--- src/rtl/regfile_access_ctrl.sv ---
// regfile_access_ctrl: shares one register file between requesters A and B (dedicated reads, round-robin write port, clear sweep)
// Ports: Clk/Reset; clr_start pulse starts the sweep, clr_busy flags it; a_*/b_* are the requester handshakes
// (req held until ack, rdata valid with ack); rf_* drive the register file's write port and two combinational read ports.
module regfile_access_ctrl #(
  parameter int AW = 5,
  parameter int DW = 32,
  parameter bit ZERO_R0 = 1'b0
) (
  input  logic          Clk,
  input  logic          Reset,
  input  logic          clr_start,
  output logic          clr_busy,
  input  logic          a_req,
  input  logic          a_we,
  input  logic [AW-1:0] a_addr,
  input  logic [DW-1:0] a_wdata,
  output logic          a_ack,
  output logic [DW-1:0] a_rdata,
  input  logic          b_req,
  input  logic          b_we,
  input  logic [AW-1:0] b_addr,
  input  logic [DW-1:0] b_wdata,
  output logic          b_ack,
  output logic [DW-1:0] b_rdata,
  output logic          rf_we,
  output logic [AW-1:0] rf_waddr,
  output logic [DW-1:0] rf_wdata,
  output logic [AW-1:0] rf_raddr_a,
  output logic [AW-1:0] rf_raddr_b,
  input  logic [DW-1:0] rf_rdata_a,
  input  logic [DW-1:0] rf_rdata_b
);
  typedef enum logic {IDLE, CLEAR} state_t;
  state_t state, state_n;
  logic rr_b;
  logic [AW-1:0] cnt;
  logic idle_ok, a_rd, b_rd, a_wt, b_wt, a_wr, b_wr;
  assign rf_raddr_a = a_addr;
  assign rf_raddr_b = b_addr;
  assign clr_busy = state == CLEAR;
  // A requester in its ack cycle is not eligible, so every ack is followed by a dead cycle.
  always_comb begin
    idle_ok = state == IDLE && !clr_start;
    a_rd = idle_ok && a_req && !a_ack && !a_we;
    b_rd = idle_ok && b_req && !b_ack && !b_we;
    a_wt = idle_ok && a_req && !a_ack && a_we;
    b_wt = idle_ok && b_req && !b_ack && b_we;
    a_wr = a_wt && (!b_wt || !rr_b);
    b_wr = b_wt && (!a_wt || rr_b);
    state_n = state == IDLE ? (clr_start ? CLEAR : IDLE) : (cnt == '1 ? IDLE : CLEAR);
    rf_waddr = clr_busy ? cnt : (b_wr ? b_addr : a_addr);
    rf_wdata = clr_busy ? '0 : (b_wr ? b_wdata : a_wdata);
    rf_we = !Reset && (clr_busy || ((a_wr || b_wr) && !(ZERO_R0 && rf_waddr == '0)));
  end
  always_ff @(posedge Clk or posedge Reset)
    if (Reset) state <= IDLE;
    else state <= state_n;
  always_ff @(posedge Clk or posedge Reset) begin
    if (Reset) begin
      rr_b <= 1'b0;
      cnt <= '0;
      a_ack <= 1'b0;
      b_ack <= 1'b0;
      a_rdata <= '0;
      b_rdata <= '0;
    end else begin
      a_ack <= a_rd || a_wr;
      b_ack <= b_rd || b_wr;
      if (a_rd) a_rdata <= rf_rdata_a;
      if (b_rd) b_rdata <= rf_rdata_b;
      cnt <= clr_busy ? cnt + 1'b1 : '0;
      rr_b <= clr_busy ? 1'b0 : a_wr ? 1'b1 : b_wr ? 1'b0 : rr_b;
    end
  end
endmodule

--- config.mk ---
export PLATFORM = sky130hd
export DESIGN_NAME = regfile_access_ctrl
export DESIGN_NICKNAME = d
export VERILOG_FILES = /design/src/rtl/regfile_access_ctrl.sv
export SDC_FILE = /design/constraint.sdc
export NUM_CORES = 1
export LEC_CHECK = 0
export BUFFER_PORTS_ARGS = -buffer_cell sky130_fd_sc_hd__buf_2
export CORE_AREA = 2 2 102 104
export CTS_BUF_LIST = sky130_fd_sc_hd__clkbuf_4 sky130_fd_sc_hd__clkbuf_8
export CTS_CLUSTER_DIAMETER = 60
export DETAILED_ROUTE_END_ITERATION = 10
export DIE_AREA = 0 0 104 106
export HOLD_SLACK_MARGIN = 0.12
export PLACE_DENSITY = 0.75
export SLEW_MARGIN = 20
export SYNTH_ARGS = -nofsm -noshare
export SYNTH_HDL_FRONTEND = slang
export SYNTH_SLANG_ARGS = --single-unit
--- constraint.sdc ---
create_clock -name Clk -period 4.87 [get_ports Clk]
set_input_delay 0.2435 -clock Clk [delete_from_list [all_inputs] [get_ports Clk]]
set_output_delay 0.2435 -clock Clk [all_outputs]
set_load 0.01 [all_outputs]
==> metrics.cfg, run 1 <==
[worst_setup_path]
r2r_cells=5
cp_data_required_time_ns=4.63
cp-start-kind=flip-flop
worstSetupEndpointType=output port
timing_worst_setup_path_type=flip-flop to output port
cp.arrival_ns=3.11
timing.rr.start=clr_busy
cp_max_fo=27
r2r_slack_ns=2.58
rr_endpoint=a_rdata[29]

[timing]
timing.final.hold_violations=0
fmax_mhz=298.2
finalCriticalPeriod_ns=3.353
rsz0062_at_grt=false
finalSetupTns_ns=0
tightest_slew_ns=0.9228
setup-violations-final=0
maxSlewViolCount=0
fin_skew_ns=0.01179
slew_headroom=0.3848
finalCritPeriodShare=0.6886

[global_routing]
grt_pass1_vias=3646
grt_max_degree=74
overflow=0
top_usage_layer=met2
track_usage=0.2106
grtUsageMet3=0.05825
met2_usage=0.3938
grt_first_pass_wirelength_mm=18.27
grtUsageMet1=0.2148
antenna_found_initial=0

[placement]
gp_congestion=0.9431
placedInstanceArea_mm2=0.004781
dpl.hpwl_mm=8.169
io_buffers=259

[synthesis]
synth.cell_area_mm2=0.003447
netlist_instances=311
yosysWarnings=0
synth.avg_cell_area_um2=11.08
synth-edff-count=0
yosysMostFrequentCell=dfrtp_1
synth_commonest_cells=dfrtp_1, nand2_1, mux2_2
ys.flop_type=dfrtp_1
synth_top_area_frac=0.5299
yosysTopAreaCell=dfrtp_1
synth_fp_nets=458
seq_area_frac_synth=0.5299
ys_ff_latch=73
async_flop_share=1.000
yosys-top-cells-area=dfrtp_1, mux2_2, nand2_1
netlist-cell-type-count=26

[routing]
wl_per_cell_um=15.48
firstDrtPassIters=4
first_iter_violations=157
drc_errors=0
final_antenna_net_count=0
vias=3550
routed_wirelength_mm=11.72
viasPerCell=4.690

[clocking]
clock_latency_ns=0.35
cts.sinks=73
cts_made_buffers=9
cts_htree_levels=3
root_buffer=clkbuf_8
clk_pin_slew_ns=0.07
cts_tree=done
clockBufferDepth=2
cts_setup_buffers=0

[finish]
post-route-cell-area_mm2=0.005609
nets=763
drive_gt1_frac=0.5652
synthToLayoutAreaGrowth_pct=62.72
num_antenna_cells=0
n_fill_cell=880

[power]
p_sw_frac=0.3264
internal_power_w=0.001777
powerDensity_mw_per_mm2=470.3
sequentialPowerShare=0.393
power.switching_w=0.0008612
combPwrFrac=0.387
leakagePower_nw=3.123
ir_drop_mv=0.3194
clock_power_share=0.220

[die]
die_y_um=106
rows=37
die_area_mm2=0.01102
die_w_um=104
io_pins=260
initial_core_util=0.3447
core_area_mm2=0.01000

[hold_path]
whs_path_depth=2
hold_path_class=input port to flip-flop
hp-start=rf_rdata_a[28]
hold_end=a_rdata[28]

[status]
outcome=finished, final reports clean

[run]
cap_violations=0

## worst max-delay path, cell delays in order (launching register included)
cell	delay, ns
dfrtp_1	0.38
nor4b_1	0.76
o311a_1	0.92
buf_4	0.31
a21oi_1	0.08
a21oi_1	0.17
buf_2	0.15
## final cells by class
cell class / count / area (um2) / area share
Multi-Input combinational cell: 207 / 1435 / 0.2559
Inverter: 2 / 7.507 / 0.001338
Tap cell: 136 / 170.2 / 0.03034
Clock inverter: 5 / 102.6 / 0.01829
Sequential cell: 73 / 1827 / 0.3257
Clock buffer: 11 / 145.1 / 0.02588
Timing Repair Buffer: 323 / 1922 / 0.3426
## kinds of logic after synthesis
group	count (synthesis)	synth area share
and+or+nand+nor	89	0.1107
DFF	73	0.5299
muxes	64	0.2091
AOI/OAI and AO/OA	50	0.07986
buffers and inverters	31	0.05808
xor gates and xnor gates	2	0.005083
adders and majority gates	2	0.007258
## sequential cells by signal, indices dropped and copies added, names as in the netlist
name,cells
b_ack,1
b_rdata,32
a_ack,1
cnt,5
a_rdata,32
clr_busy,1
rr_b,1
## power groups by stage
stage	logic (W)	registers [W]	clock network, W
after global routing	0.00110	0.00107	0.000622
after detailed placement	0.000986	0.00104	0
after floorplan	0.000402	0.00116	0
after global placement	0.000966	0.00102	0
after CTS	0.00102	0.00103	0.000597
final	0.00102	0.00104	0.000582
## routing by layer
| metal | share of wire | routed length (um) |
|---|---|---|
| met5 | 0 | 0 |
| met4 | 0.033 | 387 |
| met3 | 0.069 | 807 |
| met2 | 0.54 | 6383 |
| met1 | 0.35 | 4141 |
## placed cells by master, fill, tap and decap left out, types with 2 or more instances in the layout
master         Yosys  routed
mux2_2            64      64
and2_1             4       4
dfrtp_1           73      73
buf_2              1     259
clkbuf_8           0      10
a21oi_1           45      45
bufinv_16          0       3
buf_4             18       6
nor2b_1            5       5
nand2_1           71      71
dlygate4sd3_1      0      58
nor2_2             0       2
ha_1               2       2
## worst max path at each step
stage | cells after the start | from | endpoint
final | 6 | clr_busy | rf_waddr[2]
after global routing | 6 | clr_busy | rf_waddr[2]
after CTS | 6 | clr_busy | rf_waddr[2]
after detailed placement | 6 | clr_busy | rf_waddr[2]
after global placement | 6 | clr_busy | rf_waddr[0]
after floorplan | 6 | clr_busy | rf_wdata[17]
## through the flow
step	util	hold WS, ns	instances	total power (W)	setup slack [ns]
after floorplan	-	0.3513	311	0.001559	2.753
after global routing	0.5609	0.1237	757	0.002800	1.233
after global placement	0.4781	0.4693	683	0.001990	1.997
after CTS	0.5609	0.1211	757	0.002652	1.496
final	0.5609	0.1377	757	0.002638	1.517
after detailed placement	0.4781	0.4797	683	0.002026	1.900
## what timing repair did
item / in CTS / in global routing
resized for setup: 0 / 0
hold buffers: 58 / 0
hold endpoints to repair: 58 / 0
Note: power is estimated with default switching activity, not from simulation.
==> run 2: changes to the inputs <==
Settings changed: ABC_AREA set to 1, CORE_AREA 2 2 102 104 to 2 2 101 103, DIE_AREA 0 0 104 106 to 0 0 103 105, PLACE_DENSITY 0.75 to 0.81.
Clock period 4.87 ns to 3.1 ns, I/O delays scaled along.
==> metrics.cfg, run 2 <==
[worst_setup_path]
worstSetupEndpointType=output port
timing_worst_setup_path_type=flip-flop to output port
cp_max_fo=39  ; +44%
cp_data_required_time_ns=2.94  ; -1.69 ns
cp.arrival_ns=2.45  ; -0.66 ns
cp-start-kind=flip-flop

[power]
sequentialPowerShare=0.400  ; +0.007
powerDensity_mw_per_mm2=616.0  ; +31%
internal_power_w=0.002348  ; +32%
leakagePower_nw=3.374  ; +8.0%
combPwrFrac=0.398  ; +0.011
p_sw_frac=0.3543  ; +0.02786
ir_drop_mv=0.4360  ; +36%
clock_power_share=0.202  ; -0.018
power.switching_w=0.001289  ; +50%

[routing]
wl_met1_mm=4.337  ; +4.7%
vias=3894  ; +9.7%
first_iter_violations=142  ; -9.6%
dr_wl_met3_um=981  ; +22%
routed-wl-met2_mm=7.044  ; +10%
wl_per_cell_um=15.37  ; -0.70%
firstDrtPassIters=4  ; unchanged
final_antenna_net_count=0  ; unchanged
drc_errors=0  ; unchanged
top_layer_used=met4
viasPerCell=4.603  ; -1.8%
routed_wirelength_mm=13.01  ; +11%

[timing]
fmax_mhz=384.4
rsz0062_at_grt=false
finalCriticalPeriod_ns=2.602
finalCritPeriodShare=0.8393
fin_skew_ns=0.007929  ; -0.003860 ns
finalSetupTns_ns=0  ; unchanged
setup_slack_ns=0.4982  ; -1.018 ns
maxSlewViolCount=0  ; unchanged
timing.final.hold_violations=0  ; unchanged
slew_headroom=0.4035  ; +0.01872
tightest_slew_ns=0.8947  ; -0.02807 ns
setup-violations-final=0  ; unchanged

[run]
cap_violations=0  ; unchanged

[placement]
placedInstanceArea_mm2=0.005066  ; +6.0%
gp_congestion=0.8075  ; -14%
dpl.hpwl_mm=9.046  ; +11%
io_buffers=259  ; unchanged
dp_cells=765  ; +12%
dp_slack_ns=0.8702  ; -1.030 ns

[synthesis]
seq_area_frac_synth=0.4774  ; -0.05251
yosysTopAreaCell=dfrtp_1
netlist-cell-type-count=29  ; +12%
synth.avg_cell_area_um2=9.518  ; -14%
synth-edff-count=0  ; unchanged
synth_fp_nets=549  ; +20%
synth_top_area_frac=0.4774  ; -0.05251
synth.cell_area_mm2=0.003826  ; +11%
async_flop_share=1.000  ; unchanged
ys_ff_latch=73  ; unchanged
netlist_instances=402  ; +29%
ys.flop_type=dfrtp_1
yosysWarnings=0  ; unchanged
synth_commonest_cells=dfrtp_1, nand2_1, inv_1
yosysMostFrequentCell=dfrtp_1
yosys-top-cells-area=dfrtp_1, mux2_2, o21bai_2

[finish]
mostFrequentLayoutCells=buf_2, dfrtp_1, dlygate4sd3_1, nand2_1, inv_1
drive_gt1_frac=0.5000  ; -0.06522
synthToLayoutAreaGrowth_pct=54.32
post-route-cell-area_mm2=0.005904  ; +5.3%
postLayoutCoreUtil=0.6125  ; +0.05160
nets=854  ; +12%
final_cells=846  ; +12%
final_common_cell=buf_2
reg_top3=a_rdata x32, b_rdata x32, cnt x5
n_fill_cell=819  ; -6.9%

[hold_path]
hold_path_class=input port to async pin

[global_routing]
track_usage=0.2359  ; +0.02531
grt_pass1_vias=4042  ; +11%
antenna_found_initial=1  ; +1
overflow=0  ; unchanged
grt_first_pass_wirelength_mm=19.38  ; +6.1%
grt_max_degree=74  ; unchanged

[clocking]
clock_latency_ns=0.35  ; about the same
cts_htree_levels=3  ; unchanged
clockBufferDepth=2  ; unchanged
root_buffer=clkbuf_8
cts.sinks=73  ; unchanged
cts_tree=done
ctsResizeCount=0  ; unchanged
cts_made_buffers=9  ; unchanged
clk_pin_slew_ns=0.08  ; about the same

[die]
initial_core_util=0.3969  ; +0.05222
rows=36  ; -2.7%
die_y_um=105  ; -0.94%
die_area_mm2=0.01082  ; -1.9%
core_area_mm2=0.009639  ; -3.6%
die_w_um=103  ; -0.96%
io_pins=260  ; unchanged

[status]
outcome=finished, final reports clean

## run 2: final timing paths
kind	endpoint	cells after the start	startpoint	slack, ns
setup / recovery	rf_wdata[7]	8	b_ack	0.50
hold / removal	a_rdata[4]	3	Reset	0.12
setup reg to reg	b_rdata[31]	3	b_ack	1.12
hold reg to reg	a_rdata[11]	2	a_rdata[11]	0.48
max in group asynchronous	b_rdata[14]	3	Reset	2.40
min in group Clk	clr_busy	3	clr_start	0.15
## run 2: area by class of cell
class	instances	area, um2	share of cell area
timing repair buffer	326	1959	0.3319
sequential	73	1827	0.3094
multi-input combinational	244	1550	0.2626
inverter	53	203.9	0.03454
tap	133	166.4	0.02818
clock buffer	10	137.6	0.02331
clock inverter	6	57.56	0.009748
antenna	1	2.502	0.0004238
## run 2: worst max-delay path, cell delays in order (launching register included)
cell and delay [ns]:
dfrtp_1 0.38, nor2_1 0.25, nand3_4 0.15, clkinv_4 0.11, nand2_4 0.27, inv_2 0.49, nor2_1 0.09, nor2_1 0.18
buf_2 0.16
## run 2: what timing repair did
action	4_1_cts	5_1_grt
hold buffers	64	0
setup buffers	0	0
hold endpoints to repair	64	0
## run 2: cells by family (layout without fill, tap and decap cells)
logic type               after synthesis  count (layout)  share of synthesized area
multiplexers                          32              32                    0.09418
AO/OA/AOI/OAI                         69              69                     0.1305
adder cells (fa/ha/maj)                2               2                   0.006539
other                                  0               1                          0
buffers and inverters                 85             395                     0.1174
flip-flops                            73              73                     0.4774
AND/OR/NAND/NOR                      140             140                     0.1717
XOR/XNOR                               1               1                   0.002289
## run 2: layer usage
layer  track usage  vias up
met1        0.2227     1792
met5             0        -
li1              -     1864
met3       0.05619       51
met4        0.1579        0
met2        0.4346      187
## run 2: power by group through the flow
stage               clock (W)  sequential [W]  combinational [W]
detailed placement          0         0.00146            0.00138
global route         0.000802         0.00148            0.00159
global placement            0         0.00144            0.00134
floorplan                   0         0.00158           0.000639
CTS                  0.000760         0.00145            0.00144
finish               0.000736         0.00146            0.00145
## run 2: stage by stage
step / hold slack, ns / power, W
final: 0.1154 / 0.003637
after global routing: 0.1777 / 0.003872
after CTS: 0.1422 / 0.003652
after detailed placement: 0.3914 / 0.002838
after global placement: 0.3869 / 0.002781
after floorplan: 0.2983 / 0.002215
==> run 3: changes to the inputs <==
Settings changed: ABC_AREA 1 to 0, PLACE_DENSITY 0.81 to 0.76.
Clock period 3.1 ns to 2.6 ns, I/O delays scaled along.
==> metrics.cfg, run 3 (same netlist as run 1, synthesis figures left out) <==
[run]
cap_violations=0  ; unchanged

[placement]
dp_slack_ns=0.3806  ; -0.4896 ns
io_buffers=259  ; unchanged
placedInstanceArea_mm2=0.004797  ; -5.3%
gp_congestion=0.8078  ; about the same
dpl.hpwl_mm=8.742  ; -3.4%

[global_routing]
track_usage=0.2240  ; -0.01188
overflow=0  ; unchanged
grt_max_degree=52  ; -30%
antenna_found_initial=1  ; unchanged
grt_first_pass_wirelength_mm=18.20  ; -6.1%
grt_pass1_vias=3639  ; -10%

[timing]
slew_headroom=0.5443  ; +0.1408
finalCritPeriodShare=0.9724
fin_skew_ns=0.006836  ; -0.001092 ns
setup_slack_ns=0.07186  ; -0.4264 ns
fmax_mhz=395.5
timing.final.hold_violations=0  ; unchanged
maxSlewViolCount=0  ; unchanged
finalCriticalPeriod_ns=2.528
tightest_slew_ns=0.6825  ; -0.2122 ns
rsz0062_at_grt=true
finalSetupTns_ns=0  ; unchanged
setup-violations-final=0  ; unchanged

[power]
combPwrFrac=0.400  ; +0.002
sequentialPowerShare=0.403  ; +0.003
power.switching_w=0.001612  ; +25%
internal_power_w=0.003204  ; +36%
ir_drop_mv=0.4589  ; +5.3%
powerDensity_mw_per_mm2=839.7  ; +36%
clock_power_share=0.196  ; -0.006
leakagePower_nw=3.184  ; -5.6%
fin_total_pwr_w=0.004815  ; +32%
p_sw_frac=0.3347  ; -0.01960

[routing]
drc_errors=0  ; unchanged
wl_per_cell_um=16.12  ; +4.9%
final_antenna_net_count=0  ; unchanged
viasPerCell=4.747  ; +3.1%
vias=3641  ; -6.5%
firstDrtPassIters=5  ; +1
routed_wirelength_mm=12.37  ; -4.9%
first_iter_violations=167  ; +18%

[clocking]
cts_made_buffers=9  ; unchanged
clk_pin_slew_ns=0.07  ; about the same
cts_setup_buffers=0  ; unchanged
cts_htree_levels=3  ; unchanged
root_buffer=clkbuf_8
clockBufferDepth=2  ; unchanged
cts_tree=done
cts.sinks=73  ; unchanged
clock_latency_ns=0.35  ; about the same

[die]
core_area_mm2=0.009639  ; unchanged
die_y_um=105  ; unchanged
die_area_mm2=0.01082  ; unchanged
die_w_um=103  ; unchanged
io_pins=260  ; unchanged
initial_core_util=0.3576  ; -0.03933
rows=36  ; unchanged

[worst_setup_path]
cp_max_fo=37  ; -5.1%
slowest_delay_ns=0.58  ; +0.09 ns
cp.arrival_ns=2.40  ; -0.05 ns
cp_data_required_time_ns=2.47  ; -0.47 ns
crit_chain=dlygate4sd3_1, buf_2, or4b_4, o311ai_4, buf_12, nand2_1, a21oi_1, buf_2
cp-start-kind=input port
slowest_stage=or4b_4
critPathTopFamily=buffers and inverters
timing_worst_setup_path_type=input port to output port
worstSetupEndpointType=output port
crit_buf_inv=4  ; +1
critical_path.most_common_cell=buf_2

[finish]
synthToLayoutAreaGrowth_pct=66.35
post-route-cell-area_mm2=0.005734  ; -2.9%
drive_gt1_frac=0.5561  ; +0.05608
mostFrequentLayoutCells=buf_2, dfrtp_1, nand2_1, dlygate4sd3_1, mux2_2
nets=776  ; -9.1%
final_common_cell=buf_2
reg_top3=a_rdata x32, b_rdata x32, cnt x5

[status]
outcome=finished, final reports clean

[hold_path]
hold_path_class=input port to flip-flop

## run 3: layout make-up
class	count	area, um2
clock buffers	9	123.9
inverters	2	7.507
diodes	1	2.502
fillers	834	3905
well taps	133	166.4
repair buffers	336	2082
clock inverters	6	83.83
flip-flops and latches	73	1827
multi-input cells	207	1441
## run 3: worst paths after layout
| kind | start | end | slack, ns | cells after the start |
|---|---|---|---|---|
| setup reg to reg | clr_busy | b_ack | 0.43 | 4 |
| hold reg to reg | cnt[0] | cnt[0] | 0.49 | 1 |
| setup / recovery | clr_start | rf_wdata[29] | 0.07 | 8 |
| min in group asynchronous | Reset | a_ack | 0.48 | 3 |
| hold / removal | a_req | rr_b | 0.34 | 4 |
| max in group asynchronous | Reset | a_rdata[27] | 1.45 | 4 |
## run 3: repair_timing
| item | CTS | global route |
|---|---|---|
| setup endpoints to repair | 3 | 27 |
| hold buffers | 70 | 0 |
| endpoints found under the hold margin | 97 | 0 |
| resized for setup | 2 | 4 |
## run 3: power by group through the flow
stage	combinational [W]	clock, W	sequential [W]
CTS	0.00193	0.000975	0.00194
detailed placement	0.00185	0	0.00195
global placement	0.00181	0	0.00193
finish	0.00193	0.000945	0.00194
floorplan	0.000754	0	0.00217
global route	0.00209	0.00103	0.00201
## run 3: per-stage QoR
stage	util	instances	hold slack, ns
floorplan	-	311	0.2378
CTS	0.5927	766	0.3108
finish	0.5949	767	0.3400
detailed placement	0.4977	681	0.2892
global placement	0.4977	681	0.2696
global route	0.5949	767	0.3360
## run 3: routing by layer
metal	part of all wire	GRT usage	vias up
met3	0.087	0.06355	40
met5	0	0	-
met1	0.36	0.2398	1719
met2	0.51	0.3956	199
met4	0.040	0.1081	0
li1	-	-	1683
## run 3: worst min-delay path, cell delays in order
cell	delay, ns
buf_2	0.10
or4b_4	0.24
or3_1	0.12
a21oi_1	0.05
